$ cat config.mk
export PLATFORM = sky130hd
export DESIGN_NAME = encode_branch_flat
export DESIGN_NICKNAME = d
export VERILOG_FILES = /design/src/rtl/encode_branch_pkg.sv /design/src/rtl/encode_branch_if.sv /design/src/rtl/enc_fifo2.sv /design/src/rtl/encode_branch.sv /design/src/flat_wrapper.sv
export SDC_FILE = /design/constraint.sdc
export NUM_CORES = 1
export LEC_CHECK = 0
export BUFFER_PORTS_ARGS = -buffer_cell sky130_fd_sc_hd__buf_2
export CAP_MARGIN = 0
export CORE_UTILIZATION = 50
export CTS_CLUSTER_SIZE = 12
export DETAILED_ROUTE_END_ITERATION = 16
export PLACE_DENSITY_LB_ADDON = 0.05
export SLEW_MARGIN = 5
export SYNTH_ARGS = -nofsm -noshare
export SYNTH_HDL_FRONTEND = slang
export SYNTH_SLANG_ARGS = --single-unit
$ cat constraint.sdc
create_clock -name clk -period 3.89 [get_ports clk]
set_clock_uncertainty 0.2 [all_clocks]
set_input_delay 0.389 -clock clk [delete_from_list [all_inputs] [get_ports clk]]
set_output_delay 0.389 -clock clk [all_outputs]
set_load 0.02 [all_outputs]
$ cat src/rtl/encode_branch_pkg.sv
// instr_type: shared branch-kind, encoder error and opcode definitions.
package instr_type;
  typedef enum logic [2:0] {
    bk_invalid = 3'd0, bk_beq, bk_bne, bk_blt, bk_bge, bk_bltu, bk_bgeu
  } branch_kind_t;
  typedef enum logic [1:0] {ee_none = 2'd0, ee_kind, ee_align, ee_range} enc_err_t;
  localparam logic [6:0] OPC_BRANCH = 7'b1100011;
  localparam int ENC_PAYLOAD_W = 34;
  // Returns {mapped, funct3}; mapped = 0 for bk_invalid and unused encodings.
  function automatic logic [3:0] funct3_of(branch_kind_t k);
    return k == bk_beq  ? 4'b1000 :
           k == bk_bne  ? 4'b1001 :
           k == bk_blt  ? 4'b1100 :
           k == bk_bge  ? 4'b1101 :
           k == bk_bltu ? 4'b1110 :
           k == bk_bgeu ? 4'b1111 : 4'b0000;
  endfunction
endpackage

$ cat src/rtl/encode_branch_if.sv
// encode_branch_if: request and result handshakes of the branch encoder.
interface encode_branch_if;
  import instr_type::*;
  logic         in_valid;
  logic         in_ready;
  branch_kind_t in_kind;
  logic [4:0]   in_rs1;
  logic [4:0]   in_rs2;
  logic [31:0]  in_offset;
  logic         out_valid;
  logic         out_ready;
  logic [31:0]  out_instr;
  enc_err_t     out_err;
  modport master (
    output in_valid, in_kind, in_rs1, in_rs2, in_offset, out_ready,
    input  in_ready, out_valid, out_instr, out_err
  );
  modport slave (
    input  in_valid, in_kind, in_rs1, in_rs2, in_offset, out_ready,
    output in_ready, out_valid, out_instr, out_err
  );
endinterface

$ cat src/rtl/enc_fifo2.sv
// enc_fifo2: 2-entry in-order synchronous FIFO, no bypass.
module enc_fifo2 #(
  parameter int W = 34
) (
  input  logic         clk,
  input  logic         rst,
  input  logic         push_i,
  input  logic         pop_i,
  input  logic [W-1:0] wdata_i,
  output logic [W-1:0] rdata_o,
  output logic         full_o,
  output logic         empty_o
);
  logic [W-1:0] mem_q [2];
  logic         wptr_q, rptr_q;
  logic [1:0]   count_q, count_d;
  logic         push, pop;
  always_comb begin
    full_o  = count_q[1];
    empty_o = count_q == 2'd0;
    push    = push_i & ~full_o;
    pop     = pop_i & ~empty_o;
    count_d = count_q + 2'(push) - 2'(pop);
    rdata_o = mem_q[rptr_q];
  end
  always_ff @(posedge clk) begin
    if (rst) begin
      mem_q[0] <= '0;
      mem_q[1] <= '0;
      wptr_q   <= 1'b0;
      rptr_q   <= 1'b0;
      count_q  <= 2'd0;
    end else begin
      if (push) mem_q[wptr_q] <= wdata_i;
      wptr_q  <= wptr_q ^ push;
      rptr_q  <= rptr_q ^ pop;
      count_q <= count_d;
    end
  end
endmodule

$ cat src/rtl/encode_branch.sv
// encode_branch: RV32I B-type branch encoder with error codes and a 2-entry output buffer.
module encode_branch
  import instr_type::*;
#(
  parameter int ERR_CNT_W = 16
) (
  input  logic                 clk,
  input  logic                 rst,
  encode_branch_if.slave       bus,
  output logic [ERR_CNT_W-1:0] err_count
);
  logic [3:0]               f3v;
  logic                     in_range;
  enc_err_t                 err;
  logic [31:0]              instr;
  logic                     accept, full, empty;
  logic [ENC_PAYLOAD_W-1:0] rdata;
  logic [ERR_CNT_W-1:0]     err_count_q, err_count_d;
  always_comb begin
    f3v      = funct3_of(bus.in_kind);
    in_range = &bus.in_offset[31:12] | ~|bus.in_offset[31:12];
    err      = !f3v[3]          ? ee_kind  :
               bus.in_offset[0] ? ee_align :
               !in_range        ? ee_range : ee_none;
    instr    = err != ee_none ? 32'h0 :
               {bus.in_offset[12], bus.in_offset[10:5], bus.in_rs2, bus.in_rs1,
                f3v[2:0], bus.in_offset[4:1], bus.in_offset[11], OPC_BRANCH};
    // in_ready depends only on buffer occupancy, never on out_ready.
    bus.in_ready  = ~rst & ~full;
    accept        = bus.in_valid & bus.in_ready;
    err_count_d   = (accept && err != ee_none && !(&err_count_q)) ?
                    err_count_q + ERR_CNT_W'(1) : err_count_q;
    bus.out_valid = ~empty;
    bus.out_instr = rdata[33:2];
    bus.out_err   = enc_err_t'(rdata[1:0]);
    err_count     = err_count_q;
  end
  always_ff @(posedge clk) begin
    if (rst) err_count_q <= '0;
    else     err_count_q <= err_count_d;
  end
  enc_fifo2 #(.W(ENC_PAYLOAD_W)) u_fifo (
    .clk     (clk),
    .rst     (rst),
    .push_i  (accept),
    .pop_i   (bus.out_ready),
    .wdata_i ({instr, err}),
    .rdata_o (rdata),
    .full_o  (full),
    .empty_o (empty)
  );
endmodule

$ cat src/flat_wrapper.sv
// flat-port wrapper written by rule: the top's interface ports become plain ports
module encode_branch_flat import instr_type::*;
#(
  parameter int ERR_CNT_W = 16
)
  (clk, rst, err_count, bus_in_valid, bus_in_kind, bus_in_rs1, bus_in_rs2, bus_in_offset, bus_out_ready, bus_in_ready, bus_out_valid, bus_out_instr, bus_out_err);
  encode_branch_if bus_i ();
  input  logic clk;
  input  logic rst;
  output logic [ERR_CNT_W-1:0] err_count;
  input wire logic [$bits(bus_i.in_valid)-1:0] bus_in_valid;
  input wire logic [$bits(bus_i.in_kind)-1:0] bus_in_kind;
  input wire logic [$bits(bus_i.in_rs1)-1:0] bus_in_rs1;
  input wire logic [$bits(bus_i.in_rs2)-1:0] bus_in_rs2;
  input wire logic [$bits(bus_i.in_offset)-1:0] bus_in_offset;
  input wire logic [$bits(bus_i.out_ready)-1:0] bus_out_ready;
  output wire logic [$bits(bus_i.in_ready)-1:0] bus_in_ready;
  output wire logic [$bits(bus_i.out_valid)-1:0] bus_out_valid;
  output wire logic [$bits(bus_i.out_instr)-1:0] bus_out_instr;
  output wire logic [$bits(bus_i.out_err)-1:0] bus_out_err;
  assign bus_i.in_valid = bus_in_valid;
  assign bus_i.in_kind = bus_in_kind;
  assign bus_i.in_rs1 = bus_in_rs1;
  assign bus_i.in_rs2 = bus_in_rs2;
  assign bus_i.in_offset = bus_in_offset;
  assign bus_i.out_ready = bus_out_ready;
  assign bus_in_ready = bus_i.in_ready;
  assign bus_out_valid = bus_i.out_valid;
  assign bus_out_instr = bus_i.out_instr;
  assign bus_out_err = bus_i.out_err;
  encode_branch #(.ERR_CNT_W(ERR_CNT_W)) u_core (.clk(clk), .rst(rst), .bus(bus_i), .err_count(err_count));
endmodule
======== Word-level counts from Yosys, hierarchy flattened ========
Memory sizes are Yosys's and may differ from the RTL's. A register that Yosys moved wholly into a read port is not among the register bits.
Index checks and enable logic that the tools add are counted.
word-level totals
  register bits after elaboration ......... 20
  memory bits (writable) .................. 68
  input bits .............................. 49
  logic and storage cells ................. 53
  memories ................................ 1
cells by class
  $add $sub $neg .......................... 3
  eq/ne operators ......................... 6
  muxes and demuxes ....................... 19
  bitwise operators ....................... 10
  reductions and logical operators ........ 10
memory list
  memory               words  width  rd ports  clocked after memory_dff  write ports  RTL line         RTL
  u_core.u_fifo.mem_q  2      34     1         1                         2            enc_fifo2.sv:14  logic [W-1:0] mem_q [2];
operator list
  operator               count
  $mux 34                1
  $reduce_or 34->1       1
  $mux 32                1
  $mux 4                 6
  $reduce_and 20->1      1
  $reduce_or 20->1       1
  $add 16x1->16 const B  1
  $reduce_and 16->1      1
  $eq 3x3->1 const B     3
  $mux 1                 8
  $eq 3x2->1 const B     2
  $mux 2                 3
  $and 1x1->1            4
  $eq 3x1->1 const B     1
  $not 1->1              3
  $add 2x1->2            1
  $logic_and 1x1->1      2
  $logic_not 1->1        2
  $logic_not 2->1        1
  $reduce_bool 2->1      1
  $sub 2x1->2            1
  $xor 1x1->1            2
  $or 1x1->1             1

======== Logic depth before layout (Yosys ltp) ========
  depth after elaboration ................. 11
  gate-level depth with buffers ........... 8
  gate-level depth less buffers ........... 7

======== Hierarchy ========
A second synthesis with hierarchy kept.
unflattened totals
  cell total of the unflattened synthesis .. 367
  area, all modules ....................... 4416.7 µm²
by module, submodules not included
  module         times used  cells each  area each (µm²)
  enc_fifo2      1           207         3180.6
  encode_branch  1           160         1236.2

======== Least setup slack after synthesis ========
Ideal clock, no wire load.
  kind .................................... input-to-reg
  from .................................... in rst
  to ...................................... mem u_core.u_fifo.mem_q[0][0] (enable)
  data arrival time ....................... 2.080 ns
  required time ........................... 3.305 ns
  slack ................................... 1.225 ns
  stages .................................. 6
  path buffers ............................ 2
  path through ............................ buf_2 nor2_1 nand2_1 or2_0 clkbuf_1 nand2_1
RTL lines
  item         RTL line           RTL
  from (decl)  flat_wrapper.sv:9  input logic rst;
  to (decl)    enc_fifo2.sv:14

==> impl_metrics.py <==
metrics = {
    "pwr": {
        "ir_drop_uv": 224.7,
        "leakage_nw": 1.836,
        "p_total_mw": 2.053,
        "power_density_mw_per_mm2": 469.2,
    },
    "clock_network": {
        "cts_tree": "yes",
        "cts_setup_buffers": 0,
        "hold_buffers": 0,
        "cts_sinks": 76,
        "clk_pin_slew_ps": 90,
        "clockBufferDepth": 2,
        "cts_resized": 0,
        "insertion_delay_ps": 340,
        "cts_inserted_buffers": 9,
        "ctsHtreeMaxLevel": 3,
        "root_buffer": "clkbuf_8",
    },
    "timing": {
        "period_needed_ps": 2472,
        "hold_viol": 0,
        "setup_viol": 0,
        "whs_ps": 120.0,
        "finalCritPeriodShare_pct": 63.54,
        "tightest_slew_ps": 863.3,
        "max-slew-margin-rel_pct": 42.44,
        "drv_slew": 0,
        "tns_ps": 0,
        "rsz0062_at_grt": "false",
        "layout_setup_ws_ps": 1418,
        "fmax_mhz": 404.5,
    },
    "grt": {
        "grt-ovfl-total": 0,
        "grt_max_degree": 32,
        "grt_pass1_vias": 2450,
        "antenna_found_initial": 0,
        "track_usage_pct": 19.27,
        "grt_pass1_wl_mm": 11.04,
    },
    "floorplan": {
        "start_util_pct": 52.68,
        "die_h_um": 87.54,
        "rows": 30,
        "io_pins": 101,
        "die_w_um": 87.54,
        "design.core.area_mm2": 0.006944,
        "dieArea_mm2": 0.007663,
    },
    "setup_path": {
        "rr_worst_depth": 5,
        "crit_start": "u_core.u_fifo.rptr_q",
        "critPathCaptureType": "primary output",
        "path_max_fanout": 22,
        "reg2reg_to": "u_core.err_count[3]",
        "arrival_ps": 1880,
        "rrSetupSlack_ps": 1470,
        "r2r_start": "u_core.err_count[3]",
        "path_class": "reg -> out",
        "cp_slowest_cell": "dfxtp_1",
        "critical_path.cell_chain": "buf_4 > mux2_2 > buf_2",
        "start_kind": "register",
        "max_stage_delay_ps": 560,
        "worstSetupEndpoint": "bus_out_instr[0]",
        "cp.required_ps": 3300,
    },
    "final_layout": {
        "diodes": 0,
        "synthToLayoutAreaGrowth_pct": 19.63,
        "final_area_mm2": 0.004377,
        "drive_gt1_share_pct": 38.31,
        "instances_no_fill": 498,
        "nets": 449,
        "utilization_pct": 63.03,
    },
    "route": {
        "drc": 0,
        "vias_per_cell": 5.365,
        "wl_per_cell_um": 14.24,
        "ant_nets": 0,
        "route.vias.total": 2672,
        "drt-total-wl_mm": 7.091,
        "drt_iter0_markers": 76,
        "drtPass1Iterations": 4,
    },
    "yosys": {
        "syn_inst": 305,
        "yosys_warnings": 0,
        "ys_seq_area_share_pct": 56.91,
        "post_synth_instance_area_mm2": 0.003659,
        "avgSynthCellArea_um2": 12.00,
        "yosysUniqueCellTypes": 43,
        "yosys_register_bits": 76,
    },
    "hold_path": {
        "hold_class": "in -> reg",
    },
    "run": {
        "max_cap_viol_count": 0,
    },
    "placement": {
        "globalplace.congestion": 0.7361,
        "dp_cells": 482,
        "hpwl_mm": 4.636,
        "preCtsSetupSlack_ps": 1318,
        "placed_cell_area_mm2": 0.004175,
        "io_buffers": 97,
    },
    "status": {
        "status": "completed",
    },
}
==> sequential cells by signal (all words and copies together) (netlist names) <==
signal                 cells
u_core.err_count          16
u_core.u_fifo.wptr_q       1
u_core.u_fifo.mem_q       56
u_core.u_fifo.rptr_q       1
u_core.u_fifo.count_q      2
==> synthesized netlist by cell type, drive strengths merged <==
library cell / count / share of area [%]
mux2: 28 / 8.6
nor4: 5 / 0.85
dfxtp: 20 / 11
buf: 17 / 3.0
nand3: 13 / 1.8
and4: 2 / 0.55
a21oi: 14 / 1.9
or3: 3 / 0.65
and4b: 1 / 0.27
edfxtp: 56 / 46
nand4: 5 / 0.85
and3b: 1 / 0.24
xnor2: 2 / 0.48
a41o: 1 / 0.27
ha: 3 / 1.0
o31ai: 8 / 1.6
nor2b: 1 / 0.17
o21ai: 4 / 0.55
or2: 3 / 0.51
conb: 1 / 0.10
a41oi: 1 / 0.24
nand2b: 2 / 0.34
xor2: 3 / 0.72
o21a: 1 / 0.21
nor3b: 2 / 0.68
nand2: 10 / 1.2
o41ai: 4 / 0.96
and2: 47 / 8.0
or4: 9 / 1.8
clkbuf: 6 / 0.62
and3: 8 / 1.4
nor2: 9 / 0.92
nor3: 5 / 0.68
inv: 5 / 0.51
o311ai: 5 / 1.2
==> worst max-delay path: cells and delay by family (launching register included) <==
kind / cells / cell delay, ps
buf+inv: 2 / 550
flops: 1 / 560
mux: 1 / 410
==> cell type report <==
cell class	count	area, um2
tap	96	120.1
sequential	76	2082
clock buffer	10	137.6
fill	569	2567
clock inverter	6	63.81
timing repair buffer	102	523.0
inverter	5	18.77
multi-input combinational	203	1431
==> routing by layer <==
layer | routed length [um] | track usage (%)
met1 | 3117 | 22.55
met2 | 3520 | 33.88
met3 | 395 | 5.090
met4 | 58 | 7.452
met5 | 0 | 0
==> report_power, final <==
| group | internal [mW] | leakage (nW) | total [mW] | switching [mW] |
|---|---|---|---|---|
| combinational | 0.203 | 0.989 | 0.490 | 0.287 |
| sequential | 0.930 | 0.749 | 0.960 | 0.0298 |
| clock | 0.312 | 0.0983 | 0.603 | 0.291 |
==> logic make-up (layout without fill, tap and decap cells) <==
family / Yosys count / count (layout) / synth area share (%)
and+or+nand+nor: 126 / 126 / 21.00
DFF: 76 / 76 / 56.91
AOI/OAI and AO/OA: 38 / 38 / 6.977
muxes: 28 / 28 / 8.618
buffers and inverters: 28 / 123 / 4.172
xor gates and xnor gates: 5 / 5 / 1.197
adders and majority gates: 3 / 3 / 1.026
other: 1 / 3 / 0.1025
==> cell usage in the layout, fill, tap and decap left out, types with 5 or more instances in the layout <==
cell type	n
clkbuf_8	10
nand3_1	13
dfxtp_1	20
nor2_1	9
mux2_2	28
o31ai_1	8
buf_4	5
edfxtp_1	56
and3_1	8
o311ai_0	5
or4_1	9
a21oi_1	14
nand4_1	5
nand2_1	9
nor3_1	5
buf_2	97
nor4_1	5
and2_1	47
==> how the worst min path moves through the flow <==
| stage | end | slack (ps) | cells after the start | startpoint |
|---|---|---|---|---|
| global placement | u_core.u_fifo.wptr_q | 250 | 2 | u_core.u_fifo.wptr_q |
| detailed placement | u_core.u_fifo.wptr_q | 270 | 2 | u_core.u_fifo.wptr_q |
| global route | u_core.u_fifo.mem_q[0][29] | 110 | 2 | bus_in_offset[7] |
| floorplan | u_core.u_fifo.wptr_q | 250 | 2 | u_core.u_fifo.wptr_q |
| CTS | u_core.u_fifo.mem_q[0][20] | 110 | 2 | bus_in_rs1[3] |
| finish | u_core.u_fifo.mem_q[0][20] | 120 | 2 | bus_in_rs1[3] |
Power figures use the tool's default switching activity.
